`src/rtl/uart_tx_pipe.sv`:
```
// uart_tx_pipe
//   Bridges the USB CDC host->device byte stream onto an 8N1 UART TX pin.
//   Incoming bytes are queued in a small circular FIFO so that USB bursts
//   never wait on the slow serial line; a framing FSM drains the FIFO and
//   sends frames back-to-back while bytes remain.
// Ports
//   clk_48mhz   in   system clock
//   reset_n     in   asynchronous reset, active low
//   in_data     in   byte from the USB core
//   in_valid    in   in_data valid
//   in_ready    out  FIFO can accept a byte
//   tx          out  serial output, idle high
//   busy        out  frame in progress or FIFO non-empty
//   fifo_level  out  FIFO occupancy, 0..FIFO_DEPTH
module uart_tx_pipe #(
    parameter int CLK_HZ     = 48000000,
    parameter int BAUD       = 115200,
    parameter int FIFO_DEPTH = 16
) (
    input  logic                        clk_48mhz,
    input  logic                        reset_n,
    input  logic [7:0]                  in_data,
    input  logic                        in_valid,
    output logic                        in_ready,
    output logic                        tx,
    output logic                        busy,
    output logic [$clog2(FIFO_DEPTH):0] fifo_level
);
    // Clocks per bit, rounded to nearest; no fractional accumulation.
    localparam int DIV   = (CLK_HZ + BAUD / 2) / BAUD;
    localparam int PTR_W = $clog2(FIFO_DEPTH);
    localparam int LVL_W = PTR_W + 1;
    localparam int CNT_W = $clog2(DIV);

    localparam logic [CNT_W-1:0] CNT_RELOAD = CNT_W'(DIV - 1);
    localparam logic [LVL_W-1:0] LVL_FULL   = LVL_W'(FIFO_DEPTH);

    typedef enum logic [1:0] {
        S_IDLE,
        S_START,
        S_DATA,
        S_STOP
    } state_t;

    state_t           state_q,  state_d;
    logic             tx_q,     tx_d;
    logic             busy_q,   busy_d;
    logic [CNT_W-1:0] cnt_q,    cnt_d;
    logic [2:0]       bit_q,    bit_d;
    logic [7:0]       shift_q,  shift_d;
    logic [PTR_W-1:0] wr_ptr_q, wr_ptr_d;
    logic [PTR_W-1:0] rd_ptr_q, rd_ptr_d;
    logic [LVL_W-1:0] level_q,  level_d;
    logic             rdy_en_q;

    logic [7:0] mem_q [FIFO_DEPTH];
    logic       push;
    logic       pop;
    logic [7:0] head;

    // in_ready is a function of registers only; rdy_en_q keeps it low
    // until the first clock after reset is released.
    assign in_ready   = rdy_en_q && (level_q != LVL_FULL);
    assign push       = in_valid && in_ready;
    assign head       = mem_q[rd_ptr_q];
    assign tx         = tx_q;
    assign busy       = busy_q;
    assign fifo_level = level_q;

    always_comb begin
        state_d = state_q;
        tx_d    = tx_q;
        cnt_d   = cnt_q;
        bit_d   = bit_q;
        shift_d = shift_q;
        pop     = 1'b0;

        unique case (state_q)
            S_IDLE: begin
                if (level_q != '0) begin
                    pop     = 1'b1;
                    shift_d = head;
                    tx_d    = 1'b0;
                    cnt_d   = CNT_RELOAD;
                    state_d = S_START;
                end
            end
            S_START: begin
                if (cnt_q == '0) begin
                    tx_d    = shift_q[0];
                    cnt_d   = CNT_RELOAD;
                    bit_d   = 3'd0;
                    state_d = S_DATA;
                end else begin
                    cnt_d = cnt_q - 1'b1;
                end
            end
            S_DATA: begin
                if (cnt_q == '0) begin
                    cnt_d = CNT_RELOAD;
                    if (bit_q == 3'd7) begin
                        tx_d    = 1'b1;
                        state_d = S_STOP;
                    end else begin
                        bit_d   = bit_q + 1'b1;
                        shift_d = {1'b0, shift_q[7:1]};
                        tx_d    = shift_q[1];
                    end
                end else begin
                    cnt_d = cnt_q - 1'b1;
                end
            end
            S_STOP: begin
                if (cnt_q == '0) begin
                    // Chain straight into the next frame when more bytes wait.
                    if (level_q != '0) begin
                        pop     = 1'b1;
                        shift_d = head;
                        tx_d    = 1'b0;
                        cnt_d   = CNT_RELOAD;
                        state_d = S_START;
                    end else begin
                        state_d = S_IDLE;
                    end
                end else begin
                    cnt_d = cnt_q - 1'b1;
                end
            end
            default: state_d = S_IDLE;
        endcase

        wr_ptr_d = push ? wr_ptr_q + 1'b1 : wr_ptr_q;
        rd_ptr_d = pop  ? rd_ptr_q + 1'b1 : rd_ptr_q;

        unique case ({push, pop})
            2'b10:   level_d = level_q + 1'b1;
            2'b01:   level_d = level_q - 1'b1;
            default: level_d = level_q;
        endcase

        busy_d = (state_d != S_IDLE) || (level_d != '0);
    end

    always_ff @(posedge clk_48mhz or negedge reset_n) begin
        if (!reset_n) begin
            state_q  <= S_IDLE;
            tx_q     <= 1'b1;
            busy_q   <= 1'b0;
            cnt_q    <= '0;
            bit_q    <= '0;
            wr_ptr_q <= '0;
            rd_ptr_q <= '0;
            level_q  <= '0;
            rdy_en_q <= 1'b0;
        end else begin
            state_q  <= state_d;
            tx_q     <= tx_d;
            busy_q   <= busy_d;
            cnt_q    <= cnt_d;
            bit_q    <= bit_d;
            wr_ptr_q <= wr_ptr_d;
            rd_ptr_q <= rd_ptr_d;
            level_q  <= level_d;
            rdy_en_q <= 1'b1;
        end
    end

    // Byte storage and shift register carry data only; resetting the
    // pointers is enough to discard whatever they hold.
    always_ff @(posedge clk_48mhz) begin
        shift_q <= shift_d;
        if (push) begin
            mem_q[wr_ptr_q] <= in_data;
        end
    end

endmodule
```
`config.mk`:
```
export PLATFORM = sky130hd
export DESIGN_NAME = uart_tx_pipe
export DESIGN_NICKNAME = d
export VERILOG_FILES = /design/src/rtl/uart_tx_pipe.sv
export SDC_FILE = /design/constraint.sdc
export NUM_CORES = 1
export LEC_CHECK = 0
export ABC_CLOCK_PERIOD_IN_PS = 5590
export CORE_ASPECT_RATIO = 2
export CORE_MARGIN = 2
export CORE_UTILIZATION = 65
export CTS_CLUSTER_DIAMETER = 200
export DETAILED_ROUTE_END_ITERATION = 8
export PLACE_DENSITY = 0.9
export SLEW_MARGIN = 20
export SYNTH_ARGS = -nofsm -noshare
export SYNTH_HDL_FRONTEND = slang
export SYNTH_SLANG_ARGS = --single-unit
export TNS_END_PERCENT = 5
```
`constraint.sdc`:
```
create_clock -name clk_48mhz -period 5.59 [get_ports clk_48mhz]
set_clock_uncertainty 0.1 [all_clocks]
set_input_delay 0.8385 -clock clk_48mhz [delete_from_list [all_inputs] [get_ports clk_48mhz]]
set_output_delay 0.8385 -clock clk_48mhz [all_outputs]
set_load 0.05 [all_outputs]
```
==> results.py, run 1 <==
metrics = {
    "setup_path": {
        "timing.critical_path.mode_cell": "sky130_fd_sc_hd__a21oi_1",
        "worstSetupStartpointType": "input port",
        "cp-end-kind": "register",
        "critical_path.max_stage_delay_ps": 760,
        "crit_required_ps": 5790,
        "timing.critical_path.max_delay_family": "compound AO/OA/AOI/OAI gates",
        "timing.critical_path.fanout_max": 12,
        "critical_path_slowest_stage_cell": "sky130_fd_sc_hd__a21oi_1",
        "path_cells": "clkdlybuf4s50_1 -> nand2_1 -> a21oi_1 -> inv_1 -> ha_1 -> a21oi_1 -> xor2_1 -> mux2_2 -> nor4_1 -> nand3b_1",
        "critPathKind": "in2reg",
        "worstPathArrival_ps": 3790,
        "critical_path.n_buffers_inverters": 2,
    },
    "synthesis": {
        "combinational_family_with_the_most_area_after_synthesis": "multiplexers",
        "synth-seq-area-share_pct": 67.4,
        "synth-warning-count": 0,
        "synth_compound_gate_area_share_pct": 4.83,
        "syn_nets": 465,
        "synth.distinct_cells": 47,
        "simple_gate_share_of_the_synthesized_area_pct": 8.21,
        "synth_async_reset_ratio_pct": 18.1,
        "synth_ff_type": "sky130_fd_sc_hd__edfxtp_1",
        "muxShareOfSynthArea_pct": 13.3,
        "synth.cell_area_um2": 7180,
        "synthAdderAreaFrac_pct": 2.79,
        "synthesis.area_per_instance_um2": 16.4,
        "synth_xor_area_share_pct": 1.59,
        "synth_enable_flop_cells": 136,
        "synth-seq-cells": 166,
        "postSynthCellCount": 438,
    },
    "routing": {
        "firstDrtPassIters": 5,
        "vias": 3943,
        "drc": 0,
        "wl_per_cell_um": 23.7,
        "drt-initial-drc-count": 298,
        "route.final.wire_length_um": 14400,
        "drtAntennaViolNets": 0,
        "drt-vias-per-instance": 6.50,
    },
    "floorplan": {
        "rows": 54,
        "die_x_um": 78.3,
        "core_area_um2": 10800,
        "dieArea_um2": 11900,
        "initial_utilization_pct": 66.4,
        "io_pins": 19,
        "dieHeight_um": 153,
    },
    "power_and_ir_drop": {
        "cell_internal_pwr_mw": 2.94,
        "leakage_nw": 2.77,
        "peakVddDrop_v": 0.000371,
        "power.density_nw_per_um2": 557,
        "pwr-share-comb_pct": 32.9,
        "pwr-share-seq_pct": 40.8,
        "power.switching_fraction_pct": 34.4,
        "clock_power_share_pct": 26.3,
        "total_switching_power_mw": 1.54,
    },
    "cts": {
        "clock_tree.buffer_depth": 2,
        "tritoncts": "yes",
        "clock_tree.htree_level_count": 4,
        "clk_slew_on_worst_s_h_paths_ps": 60,
        "cts-buffers-inserted": 17,
        "ctsHoldBuffers": 0,
        "postCtsSetupBuffers": 0,
        "cts_root_buf": "sky130_fd_sc_hd__clkbuf_16",
        "worst_skew_pair.late_latency_ps": 430,
        "clock_sink_count": 166,
        "post_cts_resize_count": 0,
    },
    "global_route": {
        "number_of_global_route_vias_before_repair": 4196,
        "grt_usage_pct": 26.2,
        "grt_max_degree": 36,
        "grt_pass1_wl_um": 22700,
        "global_route.overflow_total": 0,
        "number_of_antenna_violations_at_the_first_check_in_global_routing": 0,
    },
    "timing": {
        "layout_worst_path_cycle_share_pct": 64.1,
        "finalMaxSlewViolations": 0,
        "final-setup-viol-count": 0,
        "min_period_ps": 3580,
        "slew-limit-headroom_pct": 33.5,
        "setup_tns_ps": 0,
        "grt_setup_unrepaired": "false",
        "max_freq_mhz": 279,
        "tightestPinTransition_ps": 997,
        "hold_viol": 0,
    },
    "finish": {
        "final_cell_mix": "sky130_fd_sc_hd__edfxtp_1 (136), sky130_fd_sc_hd__mux4_2 (40), sky130_fd_sc_hd__nand2_1 (39), sky130_fd_sc_hd__dfrtp_1 (28), sky130_fd_sc_hd__o21ai_0 (26)",
        "antenna_cells": 0,
        "final_standard_cell_utilization_of_the_core_pct": 74.5,
        "syn2layout_area_growth_pct": 12.2,
        "final-instance-count-excl-fill": 607,
        "final_layout_size_suffix_gt1_share_pct": 17.6,
        "fillers": 628,
        "mostFrequentLayoutCell": "sky130_fd_sc_hd__edfxtp_1",
        "finish.net_count": 482,
    },
    "placement": {
        "hpwlAfterDp_um": 9310,
        "portBuffers": 18,
        "gp_routability_congestion": 0.894,
        "placedCellCount": 576,
    },
    "outcome": {
        "outcome": "complete, no violations",
    },
    "flow_run": {
        "drv.max_cap_violation_count": 0,
    },
    "min_path": {
        "hold_path.class": "reg2reg",
    },
}
==> layout make-up <==
cell class	instances	area (um^2)	area share (%)
clock buffer	17	425	5.28
clock inverter	14	174	2.16
inverter	10	37.5	0.466
multi-input combinational	240	2210	27.4
sequential	166	4840	60.1
tap	140	175	2.17
timing repair buffer	20	195	2.42
==> Yosys cell counts, types with 5 or more instances <==
cell type	count	area share, %
sky130_fd_sc_hd__clkbuf_1	14	0.73
sky130_fd_sc_hd__nand2_1	39	2.0
sky130_fd_sc_hd__a21oi_1	13	0.91
sky130_fd_sc_hd__nor2_1	18	0.94
sky130_fd_sc_hd__ha_1	16	2.8
sky130_fd_sc_hd__edfxtp_1	136	57
sky130_fd_sc_hd__and2_1	9	0.78
sky130_fd_sc_hd__inv_1	10	0.52
sky130_fd_sc_hd__o21ai_0	26	1.8
sky130_fd_sc_hd__dfrtp_1	29	10
sky130_fd_sc_hd__xor2_1	5	0.61
sky130_fd_sc_hd__mux4_2	40	13
sky130_fd_sc_hd__xnor2_1	8	0.98
sky130_fd_sc_hd__and3_1	5	0.44
==> logic make-up (layout without fill, tap and decap cells) <==
logic type | after synthesis | in the layout
buffers and inverters | 32 | 61
other | 1 | 1
DFF | 166 | 166
AOI/OAI and AO/OA | 58 | 58
muxes | 45 | 45
adders and majority gates | 16 | 16
xor gates and xnor gates | 13 | 13
and+or+nand+nor | 107 | 107
==> metrics by stage <==
step           instance area (um^2)  setup WS, ps  hold slack, ps  power, mW
2_1_floorplan                  7180          2410             354       2.91
3_3_place_gp                   7450          1800             370       3.21
5_1_grt                        8060          1800             415       4.69
3_5_place_dp                   7460          1630             389       3.29
6_report                       8060          2010             399       4.49
4_1_cts                        8060          2040             402       4.50
==> power by group through the flow <==
stage	registers [mW]	clock network (mW)	logic, mW
6_report	1.83	1.18	1.47
3_5_place_dp	1.85	0	1.44
3_3_place_gp	1.83	0	1.38
4_1_cts	1.84	1.19	1.47
2_1_floorplan	1.75	0	1.16
5_1_grt	1.86	1.24	1.58
==> registers in the layout, summed over array words and instances, names as in the netlist <==
| name | count |
|---|---|
| wr_ptr_q | 4 |
| cnt_q | 9 |
| shift_q | 8 |
| rdy_en_q | 1 |
| fifo_level | 5 |
| rd_ptr_q | 4 |
| busy | 1 |
| tx | 1 |
| state_q | 2 |
| bit_q | 3 |
| mem_q | 128 |
==> final timing paths <==
kind	to	slack, ps	from	cells past startpoint
worst max-delay path	busy	2010	in_valid	10
worst min register to register	bit_q[1]	400	bit_q[1]	2
max in group asynchronous	tx	4350	reset_n	2
min in group asynchronous	fifo_level[2]	700	reset_n	2
worst min-delay path	bit_q[1]	400	bit_q[1]	2
worst max register to register	busy	2120	fifo_level[2]	9
==> worst register-to-register path, cell delays in order, from the launching register on <==
cell and delay (ps):
sky130_fd_sc_hd__dfrtp_1 650, sky130_fd_sc_hd__nor4_4 100, sky130_fd_sc_hd__a21oi_1 810, sky130_fd_sc_hd__inv_1 240, sky130_fd_sc_hd__ha_1 370, sky130_fd_sc_hd__a21oi_1 200
sky130_fd_sc_hd__xor2_1 220, sky130_fd_sc_hd__mux2_2 360, sky130_fd_sc_hd__nor4_1 190, sky130_fd_sc_hd__nand3b_1 110
==> per-layer routing <==
metal | track usage [%] | up-vias | part of all wire [%]
li1 | - | 1732 | -
met1 | 30.6 | 2010 | 35
met2 | 45.1 | 165 | 56
met3 | 5.45 | 36 | 5.3
met4 | 13.5 | 0 | 3.6
met5 | 0 | - | 0
Note: power is estimated with default switching activity, not from simulation.
==> run 2: changes to the inputs <==
Settings changed: ABC_CLOCK_PERIOD_IN_PS 5590 to 3000, CORE_UTILIZATION 65 to 55, PLACE_DENSITY 0.9 to 0.82.
Clock period 5.59 ns to 3 ns, I/O delays scaled along.
==> run 2 against run 1 <==
  * Total power rose by 88%
  * Critical path depth did not move
  * Hold slack got worse by 94 ps
  * Clock-buffer cell count did not move
  * Final area rose by 1.7%
  * Setup slack got worse by 1900 ps
  * Highest routed layer unchanged
  * Largest cell class unchanged
  * Non-clock buffer count rose by 17
  * Die area rose by 17%
==> results.py, run 2 (synthesis gave the netlist of run 1 again) <==
metrics = {
    "routing": {
        "drt-vias-per-instance": 6.11,
        "wl_per_cell_um": 21.6,
        "drc": 0,
        "drt-initial-drc-count": 251,
        "drtAntennaViolNets": 0,
        "route.final.wire_length_um": 13800,
        "vias": 3892,
        "firstDrtPassIters": 4,
    },
    "floorplan": {
        "initial_utilization_pct": 55.9,
        "io_pins": 19,
        "dieArea_um2": 14000,
        "die_x_um": 84.8,
        "dieHeight_um": 166,
        "core_area_um2": 12800,
        "rows": 59,
    },
    "finish": {
        "regMostFlops": "mem_q",
        "fillers": 897,
        "seqCellArea_um2": 4840,
        "stdcell_area_um2": 8190,
        "final_layout_size_suffix_gt1_share_pct": 21.9,
        "finish.net_count": 499,
        "mostFrequentLayoutCell": "sky130_fd_sc_hd__edfxtp_1",
        "number_of_flip_flops_in_the_largest_register": 128,
        "final-instance-count-excl-fill": 637,
        "multiInputGateArea_um2": 2220,
        "biggestRegsByFlops": "mem_q x128, cnt_q x9, shift_q x8",
        "antenna_cells": 0,
        "final_cell_mix": "sky130_fd_sc_hd__edfxtp_1 (136), sky130_fd_sc_hd__mux4_2 (40), sky130_fd_sc_hd__nand2_1 (39), sky130_fd_sc_hd__o21ai_0 (26), sky130_fd_sc_hd__dfrtp_1 (25)",
        "syn2layout_area_growth_pct": 14.1,
    },
    "placement": {
        "placedCellCount": 603,
        "place_area_um2": 7580,
        "hpwlAfterDp_um": 8730,
        "detailedPlace.worstSlack_ps": 67.7,
        "gp_routability_congestion": 0.865,
        "portBuffers": 18,
    },
    "global_route": {
        "global_route.overflow_total": 0,
        "grt_usage_pct": 21.2,
        "number_of_antenna_violations_at_the_first_check_in_global_routing": 0,
        "grt_pass1_wl_um": 21900,
        "number_of_global_route_vias_before_repair": 3958,
        "grt_max_degree": 34,
    },
    "cts": {
        "clock_tree.buffer_depth": 2,
        "cts_root_buf": "sky130_fd_sc_hd__clkbuf_16",
        "tritoncts": "yes",
        "worst_skew_pair.late_latency_ps": 430,
        "clock_tree.htree_level_count": 4,
        "cts-buffers-inserted": 17,
        "ctsHoldBuffers": 0,
        "clock_sink_count": 166,
        "clk_slew_on_worst_s_h_paths_ps": 70,
    },
    "setup_path": {
        "crit_required_ps": 3190,
        "timing.critical_path.fanout_max": 4,
        "cp-end-kind": "register",
        "critPathKind": "reg2reg",
        "worstPathArrival_ps": 3070,
        "worstSetupStartpointType": "register",
    },
    "flow_run": {
        "drv.max_cap_violation_count": 0,
    },
    "outcome": {
        "outcome": "complete, no violations",
    },
    "power_and_ir_drop": {
        "power.density_nw_per_um2": 1030,
        "fin_total_pwr_mw": 8.42,
        "leakage_nw": 2.86,
        "peakVddDrop_v": 0.000698,
    },
    "timing": {
        "min_period_ps": 2870,
        "final-setup-viol-count": 0,
        "hold_slack_ps": 305,
        "finalMaxSlewViolations": 0,
        "finalWorstSetupSlack_ps": 126,
        "layout_worst_path_cycle_share_pct": 95.8,
        "tightestPinTransition_ps": 774,
        "max_freq_mhz": 348,
        "slew-limit-headroom_pct": 48.4,
        "hold_viol": 0,
    },
    "min_path": {
        "hold_path.class": "in2async",
    },
}
## run 2: cell types whose count changed in the layout (fill, tap and decap cells not counted), moves of 2 or more
cell,previous run,this run
sky130_fd_sc_hd__dfrtp_2,0,4
sky130_fd_sc_hd__clkinv_8,0,2
sky130_fd_sc_hd__dfrtp_1,28,25
sky130_fd_sc_hd__clkinvlp_4,4,0
sky130_fd_sc_hd__inv_8,0,5
sky130_fd_sc_hd__buf_4,2,19
sky130_fd_sc_hd__bufinv_16,3,0
## run 2: worst paths after layout
kind / from / end / slack (ps) / depth (start not counted)
min in group clk_48mhz: bit_q[1] / bit_q[1] / 390 / 2
max reg2reg: cnt_q[6] / busy / 130 / 10
min: reset_n / fifo_level[3] / 300 / 2
min reg2reg: bit_q[1] / bit_q[1] / 390 / 2
max: cnt_q[6] / busy / 130 / 10
max in group asynchronous: reset_n / tx / 2160 / 2
## run 2: report_power, final
group | internal, mW | switching (mW)
clock | 1.11 | 0.977
combinational | 1.43 | 1.68
sequential | 2.90 | 0.312
total | 5.45 | 2.97
## run 2: per-layer routing
| metal | track usage, % | wire length, um | share of wire [%] | vias up |
|---|---|---|---|---|
| met1 | 26.5 | 5450 | 40 | 2006 |
| met3 | 4.52 | 544 | 4.0 | 21 |
| met2 | 36.7 | 7520 | 55 | 95 |
| li1 | - | - | - | 1770 |
| met5 | 0 | 0 | 0 | - |
| met4 | 7.43 | 255 | 1.9 | 0 |
## run 2: layout make-up
type | count | share of cell area (%)
tap | 152 | 2.32
multi-input combinational | 240 | 27.1
timing repair buffer | 37 | 3.94
clock buffer | 17 | 5.19
inverter | 10 | 0.458
sequential | 166 | 59.1
clock inverter | 15 | 1.85
## run 2: what timing repair did
item,CTS,global route
resized for setup,0,3
endpoints found under the setup margin,0,2
setup buffers,0,2
## run 2: per-stage QoR
stage / TNS (ps) / util (%)
final: 0 / 63.8
after global routing: -76.6 / 63.8
after CTS: 0 / 63.5
after detailed placement: 0 / 59.0
after global placement: 0 / 59.0
after floorplan: 0 / -
## run 2: critical path, stage by stage, from the launching register on
cell	delay, ps
sky130_fd_sc_hd__dfrtp_1	450
sky130_fd_sc_hd__nor4_4	370
sky130_fd_sc_hd__a41oi_2	220
sky130_fd_sc_hd__nor4_4	200
sky130_fd_sc_hd__xor2_1	110
sky130_fd_sc_hd__ha_1	220
sky130_fd_sc_hd__a21oi_1	160
sky130_fd_sc_hd__xor2_1	230
sky130_fd_sc_hd__mux2_2	370
sky130_fd_sc_hd__nor4_2	180
sky130_fd_sc_hd__nand3b_1	130
==> run 3: changes to the inputs <==
Settings changed: CAP_MARGIN set to 20, CORE_UTILIZATION 55 to 27, PLACE_DENSITY 0.82 to 0.5.
==> run 3 against run 2 <==
  * Non-clock buffer count rose by 17
  * Largest power group unchanged
  * Critical path depth did not move
  * Critical endpoint unchanged
  * Global-route usage fell by 9.2 points
  * Final area rose by 5.4%
  * Via count rose by 0.31%
  * Flip-flop and latch count did not move
  * Final cell count rose by 33%
==> results.py, run 3 (synthesis gave the netlist of run 1 again) <==
metrics = {
    "cts": {
        "clock_tree.buffer_depth": 2,
        "cts_root_buf": "sky130_fd_sc_hd__clkbuf_16",
        "clk_slew_on_worst_s_h_paths_ps": 60,
        "cts-buffers-inserted": 17,
        "worst_skew_pair.late_latency_ps": 440,
        "clock_sink_count": 166,
        "tritoncts": "yes",
        "clock_tree.htree_level_count": 4,
    },
    "placement": {
        "hpwlAfterDp_um": 11200,
        "detailedPlace.worstSlack_ps": 28.4,
        "placedCellCount": 811,
        "portBuffers": 18,
        "gp_routability_congestion": 0.786,
        "place_area_um2": 7960,
    },
    "setup_path": {
        "cp-end-kind": "register",
        "worstPathArrival_ps": 3130,
        "worst-r2r-setup-slack_ps": 140,
        "reg2regPathDepth": 10,
        "crit_required_ps": 3270,
        "worstSetupStartpointType": "register",
        "critPathKind": "reg2reg",
        "path_cells": "nor4_4 -> a21oi_1 -> buf_4 -> nor4_4 -> xor2_1 -> ha_2 -> or4b_1 -> a31oi_1 -> xor2_1 -> nand3b_1",
        "critical_path.max_stage_delay_ps": 440,
        "reg2reg_to": "busy",
        "timing.critical_path.fanout_max": 4,
        "critical_path_slowest_stage_cell": "sky130_fd_sc_hd__or4b_1",
        "worst_r2r_startpoint": "fifo_level[3]",
    },
    "routing": {
        "drc": 0,
        "firstDrtPassIters": 4,
        "drtAntennaViolNets": 0,
        "route.final.wire_length_um": 15600,
        "drt-vias-per-instance": 4.61,
        "vias": 3904,
        "wl_per_cell_um": 18.5,
        "drt-initial-drc-count": 274,
    },
    "finish": {
        "syn2layout_area_growth_pct": 20.3,
        "number_of_flip_flops_in_the_largest_register": 128,
        "final_cell_mix": "sky130_fd_sc_hd__edfxtp_1 (136), sky130_fd_sc_hd__mux4_2 (40), sky130_fd_sc_hd__nand2_1 (39), sky130_fd_sc_hd__buf_4 (35), sky130_fd_sc_hd__o21ai_0 (26)",
        "antenna_cells": 0,
        "biggestRegsByFlops": "mem_q x128, cnt_q x9, shift_q x8",
        "fillers": 2500,
        "stdcell_area_um2": 8630,
        "final_layout_size_suffix_gt1_share_pct": 24.3,
        "regMostFlops": "mem_q",
        "final-instance-count-excl-fill": 846,
        "mostFrequentLayoutCell": "sky130_fd_sc_hd__edfxtp_1",
        "finish.net_count": 516,
    },
    "floorplan": {
        "rows": 84,
        "initial_utilization_pct": 27.4,
        "dieHeight_um": 235,
        "die_x_um": 119,
        "dieArea_um2": 28000,
        "io_pins": 19,
        "core_area_um2": 26200,
    },
    "power_and_ir_drop": {
        "power.density_nw_per_um2": 1020,
        "cell_internal_pwr_mw": 5.81,
        "fin_total_pwr_mw": 8.77,
        "pwr-share-seq_pct": 36.8,
        "clock_power_share_pct": 26.9,
        "pwr-share-comb_pct": 36.3,
        "leakage_nw": 2.98,
        "peakVddDrop_v": 0.000510,
        "power.switching_fraction_pct": 33.7,
        "total_switching_power_mw": 2.95,
    },
    "timing": {
        "finalMaxSlewViolations": 0,
        "slew-limit-headroom_pct": 49.3,
        "layout_worst_path_cycle_share_pct": 95.3,
        "max_freq_mhz": 350,
        "final-setup-viol-count": 0,
        "hold_viol": 0,
        "finalWorstSetupSlack_ps": 140,
        "setup_tns_ps": 0,
        "tightestPinTransition_ps": 760,
        "grt_setup_unrepaired": "true",
        "min_period_ps": 2860,
    },
    "global_route": {
        "number_of_global_route_vias_before_repair": 4277,
        "grt_pass1_wl_um": 24500,
        "global_route.overflow_total": 0,
        "number_of_antenna_violations_at_the_first_check_in_global_routing": 0,
        "grt_usage_pct": 12.0,
        "grt_max_degree": 34,
    },
    "outcome": {
        "outcome": "complete, no violations",
    },
    "min_path": {
        "hold_path.class": "in2async",
    },
    "flow_run": {
        "drv.max_cap_violation_count": 0,
    },
}
## run 3: cell types whose count changed in the layout (fill, tap and decap cells not counted), moves of 2 or more
| cell | change |
|---|---|
| sky130_fd_sc_hd__buf_4 | +16 |
| sky130_fd_sc_hd__clkinv_8 | -2 |
| sky130_fd_sc_hd__inv_8 | -4 |
| sky130_fd_sc_hd__clkinv_2 | -2 |
| sky130_fd_sc_hd__clkinv_4 | +2 |
| sky130_fd_sc_hd__bufinv_16 | +4 |
## run 3: how the worst max path moves through the flow
stage | startpoint | end | slack, ps | cells past startpoint
floorplan | fifo_level[2] | busy | 8 | 11
global placement | cnt_q[0] | busy | 140 | 12
CTS | cnt_q[0] | busy | 6 | 12
finish | fifo_level[3] | busy | 140 | 10
global route | fifo_level[3] | busy | -40 | 10
detailed placement | cnt_q[0] | busy | 30 | 12
## run 3: power by group through the flow
stage | clock (mW) | sequential [mW] | combinational [mW]
final | 2.36 | 3.23 | 3.18
after global routing | 2.50 | 3.29 | 3.50
after CTS | 2.42 | 3.24 | 3.17
after detailed placement | 0 | 3.28 | 3.16
after global placement | 0 | 3.26 | 3.07
after floorplan | 0 | 3.27 | 2.17
## run 3: worst max-delay path: cells and delay by family, from the launching register on
family,cells,cell delay [ps]
AOI/OAI and AO/OA,2,320
xor gates and xnor gates,2,380
DFF,1,430
buffers and inverters,1,160
adders and majority gates,1,230
and+or+nand+nor,4,1180
## run 3: area by class of cell
class                      count  area, um^2  share of cell area, %
timing repair buffer          54         463                   5.36
tap                          344         430                   4.99
sequential                   166        4840                   56.1
clock inverter                14         210                   2.44
clock buffer                  18         429                   4.97
inverter                      10        37.5                  0.435
multi-input combinational    240        2220                   25.7
## run 3: metrics by stage
step,util (%),hold slack [ps]
floorplan,-,54.4
global placement,30.4,369
detailed placement,30.4,400
CTS,32.9,305
global route,33.0,330
finish,33.0,304
## run 3: timing repair
item / in CTS / in global routing
hold buffers: 0 / 0
endpoints found under the setup margin: 0 / 2
resized for setup: 0 / 3
buffers inserted: 0 / 3
## run 3: per-layer routing
metal	global-route usage [%]	vias up	share of wire [%]
met5	0	-	0
met1	11.2	2016	35
met2	24.1	67	60
met4	5.84	0	2.8
li1	-	1796	-
met3	2.59	25	2.5
==> edit 1 (flow settings as in run 3) <==
Put one more register stage on the output `tx`, with the module's reset. The value now appears one clock later. The other outputs are not delayed to match.
--- a/src/rtl/uart_tx_pipe.sv
+++ b/src/rtl/uart_tx_pipe.sv
@@ -65,3 +65,9 @@
     assign head       = mem_q[rd_ptr_q];
-    assign tx         = tx_q;
+    always_ff @(posedge clk_48mhz or negedge reset_n) begin
+        if (!reset_n) begin
+            tx <= '0;
+        end else begin
+            tx <= tx_q;
+        end
+    end
     assign busy       = busy_q;
Behaviour: not the same (Yosys sat finds a counterexample within 4 cycles, from zero or initial values and one cycle with reset_n low).
==> edit 1 against run 3 <==
Sequential cell count up 1. Count of clock-buffer cells in the layout is 1 lower. Wire length is 0.75% lower. Synthesized cell count is 0.23% higher. Die area rose by 0.34%. Synthesized area rose by 0.35%. First-iteration DRC count up 13%. Cell area is 0.26% lower. Setup slack got worse by 97 ps. Power shrank 1.2%. Critical path depth is 1 higher. Sequential share of layout area rose by 0.44 points. Critical endpoint unchanged. Largest cell class unchanged.
==> edit 1: results (changes against run 3) <==
Clock Path Buffers 2 (unchanged); biggest regs mem_q (128), cnt_q (9), shift_q (8) (unchanged); routability-driven placement congestion ratio 0.7714 (was 0.7856); pre-CTS WS 30.19 ps (was 28.36 ps); HP Class register to register (was input port to async pin); Routed WL 15530 um (was 15650 um); sequential fraction of the synthesis area 67.49% (was 67.38%); Placed Cells 810 (was 811); crit-path max cell delay 430 ps; Internal 5.611 mW (was 5.814 mW); gr usage total 11.65% (was 12.02%); dpl cell area 0.007968 mm2 (was 0.007958 mm2); Initial DRT Pass Iterations 4 (unchanged); delay-heaviest family, CP simple AND/OR/NAND/NOR gates (unchanged); CTS sink count 167 (was 166); largest net degree at the start of global routing 34 (unchanged); syn nets 466 (was 465); IO buf count 18 (unchanged); antenna violations before repair 0 (unchanged); Yosys cell types 47 (unchanged); Async SR Flop Fraction 18.56% (was 18.07%); top cells by area, synth edfxtp_1, mux4_2, dfrtp_1 (unchanged); worst ir drop on vdd 0.4857 mV (was 0.5097 mV); Final Cell Area 0.008608 mm2 (was 0.008631 mm2); Leakage 2.969 nW (was 2.980 nW); H-tree depth 4 (unchanged); number of synthesized flops with an enable pin 136 (unchanged); Post-synth top cells edfxtp_1, mux4_2, nand2_1 (unchanged); CTS Buf Count 17 (unchanged); Fillers 2552 (was 2500); post-synthesis area per instance 16.41 um2 (was 16.39 um2); CP max FO 4 (unchanged); Via-to-Cell Ratio 4.635 (was 4.615); slowest stage cell, crit path dfrtp_2 (was or4b_1); fin nets 516 (unchanged); Clk Latency, worst-skew pair between 400 and 500 ps; status finished clean (unchanged); Worst-Margin Slew 740.0 ps (was 760.1 ps); Post-DP HPWL 11110 um (was 11180 um); Synth Warn # 0 (unchanged); layout cell share with drive strength beyond 1 24.30% (unchanged); clock root cell clkbuf_16 (unchanged); first-pass GRT wire length 24380 um (was 24530 um); vias in the first global route 4251 (was 4277); CP arrival 3170 ps (was 3130 ps); diode count 0 (unchanged); DRT iter0 DRCs 310 (was 274)
## edit 1: layout make-up
class | count | share of cell area, %
Inverter | 10 | 0.4360
Timing Repair Buffer | 53 | 5.291
Sequential cell | 167 | 56.53
Multi-Input combinational cell | 240 | 25.74
Tap cell | 344 | 5.000
Clock buffer | 17 | 4.942
Clock inverter | 15 | 2.064
## edit 1: kinds of logic after synthesis
logic type	synth area share [%]
xor gates and xnor gates	1.581
adders and majority gates	2.780
and+or+nand+nor	8.183
muxes	13.26
AOI/OAI and AO/OA	4.812
buffers and inverters	1.842
other	0.05207
DFF	67.49
## edit 1: worst paths after layout
check                              startpoint           to  slack [ps]  cells after the start
worst max-delay path            fifo_level[3]         busy          40                     11
worst min-delay path                     tx_q           tx         310                      0
worst max register to register  fifo_level[3]         busy          40                     11
worst min register to register           tx_q           tx         310                      0
max in group asynchronous             reset_n         tx_q        2130                      2
min in group asynchronous             reset_n  wr_ptr_q[3]         320                      2
## edit 1: routing by layer
| metal | share of wire [%] | up-vias | track usage (%) |
|---|---|---|---|
| li1 | - | 1799 | - |
| met5 | 0 | - | 0 |
| met2 | 62 | 60 | 23.97 |
| met4 | 2.1 | 0 | 4.563 |
| met1 | 34 | 2044 | 10.72 |
| met3 | 1.9 | 18 | 2.233 |
## edit 1: power by group through the flow
stage	Sequential, mW	Clock (mW)	Combinational, mW
finish	3.25	2.23	3.18
global route	3.30	2.37	3.48
CTS	3.26	2.28	3.18
detailed placement	3.30	0	3.17
global placement	3.28	0	3.09
floorplan	3.29	0	2.17
## edit 1: what timing repair did
| item | in CTS | in global routing |
|---|---|---|
| endpoints found under the setup margin | 1 | 1 |
| hold buffers | 0 | 0 |
| cloned | 0 | 0 |
| resized for setup | 1 | 2 |
| pin swaps | 0 | 7 |
| setup buffers | 0 | 4 |
==> edit 2 (config.mk and constraints of run 3) <==
Without the edit above. Set the parameter `FIFO_DEPTH` to 64 (it was 16).
--- a/src/rtl/uart_tx_pipe.sv
+++ b/src/rtl/uart_tx_pipe.sv
@@ -17,3 +17,3 @@
     parameter int BAUD       = 115200,
-    parameter int FIFO_DEPTH = 16
+    parameter int FIFO_DEPTH = 64
 ) (
Interface: changed (resized fifo_level); port bits go from 19 to 21. The function was not compared with the original's and may differ.
==> edit 2 against run 3 <==
The run now ends with setup timing left. First-iteration DRC count increased to 2.6 times the old value. Final cell count increased to 2.7 times the old value. Cell area increased to 3.1 times the old value. Synthesized cell count increased by 140%. Hold slack got worse by 230 ps. Sequential cell count increased by 390. Power increased to 2.7 times the old value. Wire length increased to 3.6 times the old value. Fmax decreased by 12%. Setup slack got worse by 410 ps. Synthesized area increased to 3.1 times the old value. Largest power group unchanged. Highest routed layer unchanged.
==> edit 2: results (changes against run 3) <==
CP max FO 5 (was 4); Leakage 8.361 nW (was 2.980 nW); Multi-input comb cells 443 (was 240); slowest stage cell, crit path or4b_4 (was or4b_1); row count 149 (was 84); Clock Power Share 24.9% (was 26.9%); violated checks setup timing; H-tree depth 2 (was 4); CTS sink count 556 (was 166); share of power burned in registers 38.7% (was 36.8%); pre-CTS WS -366.0 ps (was 28.36 ps); Cell Pwr Density 905.8 mW/mm2 (was 1016 mW/mm2); number of synthesized flops with an enable pin 520 (was 136); WL met1 18680 um (was 5420 um); Yosys top cell area share 69.99% (was 56.90%); fin nets 1250 (was 516); Synth Area in XOR/XNOR 0.7066% (was 1.586%); top cells by area, synth edfxtp_1, mux4_2, dfrtp_1 (unchanged); clock buffers 60 (was 18); Clock Path Buffers 3 (was 2); Inverters excl. clock 11 (was 10); final setup margin -266.8 ps (was 140.1 ps); routability-driven placement congestion ratio 0.7583 (was 0.7856); Clk Latency, worst-skew pair 590 ps (was 440 ps); Seq/total area 62.69% (was 56.09%); post-synthesis mux area share 17.34% (was 13.30%); Worst-Margin Slew 953.0 ps (was 760.1 ps); WHS 70.16 ps (was 304.5 ps); status complete, but fails checks (was finished clean); sequential fraction of the synthesis area 74.03% (was 67.38%); largest net degree at the start of global routing 41 (was 34); CP arrival 3610 ps (was 3130 ps); clk tree area frac 5.489% (was 7.408%); Non-clk bufs 166 (was 54); worst ir drop on vdd 0.4169 mV (was 0.5097 mV); gr usage total 13.24% (was 12.02%); Routed WL 55960 um (was 15650 um); Final Setup Violations 7 (was 0)
[edit 2: cell types whose count changed after synthesis, moves of 6 or more]
cell | before | now
clkbuf_1 | 14 | 31
nand2_1 | 39 | 25
edfxtp_1 | 136 | 520
buf_1 | 3 | 15
o21ai_0 | 26 | 18
and2_1 | 9 | 1
nor2_1 | 18 | 80
dfrtp_1 | 29 | 35
a22o_1 | 0 | 7
buf_2 | 4 | 14
mux4_2 | 40 | 167
[edit 2: cell families after synthesis]
logic type | after synthesis
AO/OA/AOI/OAI | 69
XOR/XNOR | 18
adder cells (fa/ha/maj) | 14
buffers and inverters | 74
flip-flops | 556
multiplexers | 177
other | 1
AND/OR/NAND/NOR | 164
[edit 2: worst max path at each step]
stage / startpoint / endpoint
floorplan: fifo_level[0] / busy
global placement: cnt_q[4] / busy
detailed placement: fifo_level[0] / busy
CTS: fifo_level[0] / busy
global route: fifo_level[0] / busy
finish: fifo_level[0] / busy
[edit 2: routing by layer]
metal | global-route usage (%) | up-vias
met2 | 27.91 | 147
met3 | 1.124 | 75
met4 | 5.012 | 0
met1 | 12.92 | 5855
li1 | - | 4737
met5 | 0 | -
[edit 2: what timing repair did]
action,CTS,global route
hold buffers,1,0
endpoints found under the setup margin,9,9
pin swaps,0,3
gates resized for setup,8,3
hold endpoints to repair,35,0
[edit 2: critical path, delay by kind of cell, from the launching register on]
family / cells / cell delay [ps]
AO/OA/AOI/OAI: 3 / 760
XOR/XNOR: 2 / 190
adder cells (fa/ha/maj): 1 / 220
flip-flops: 1 / 420
multiplexers: 1 / 130
AND/OR/NAND/NOR: 4 / 1310
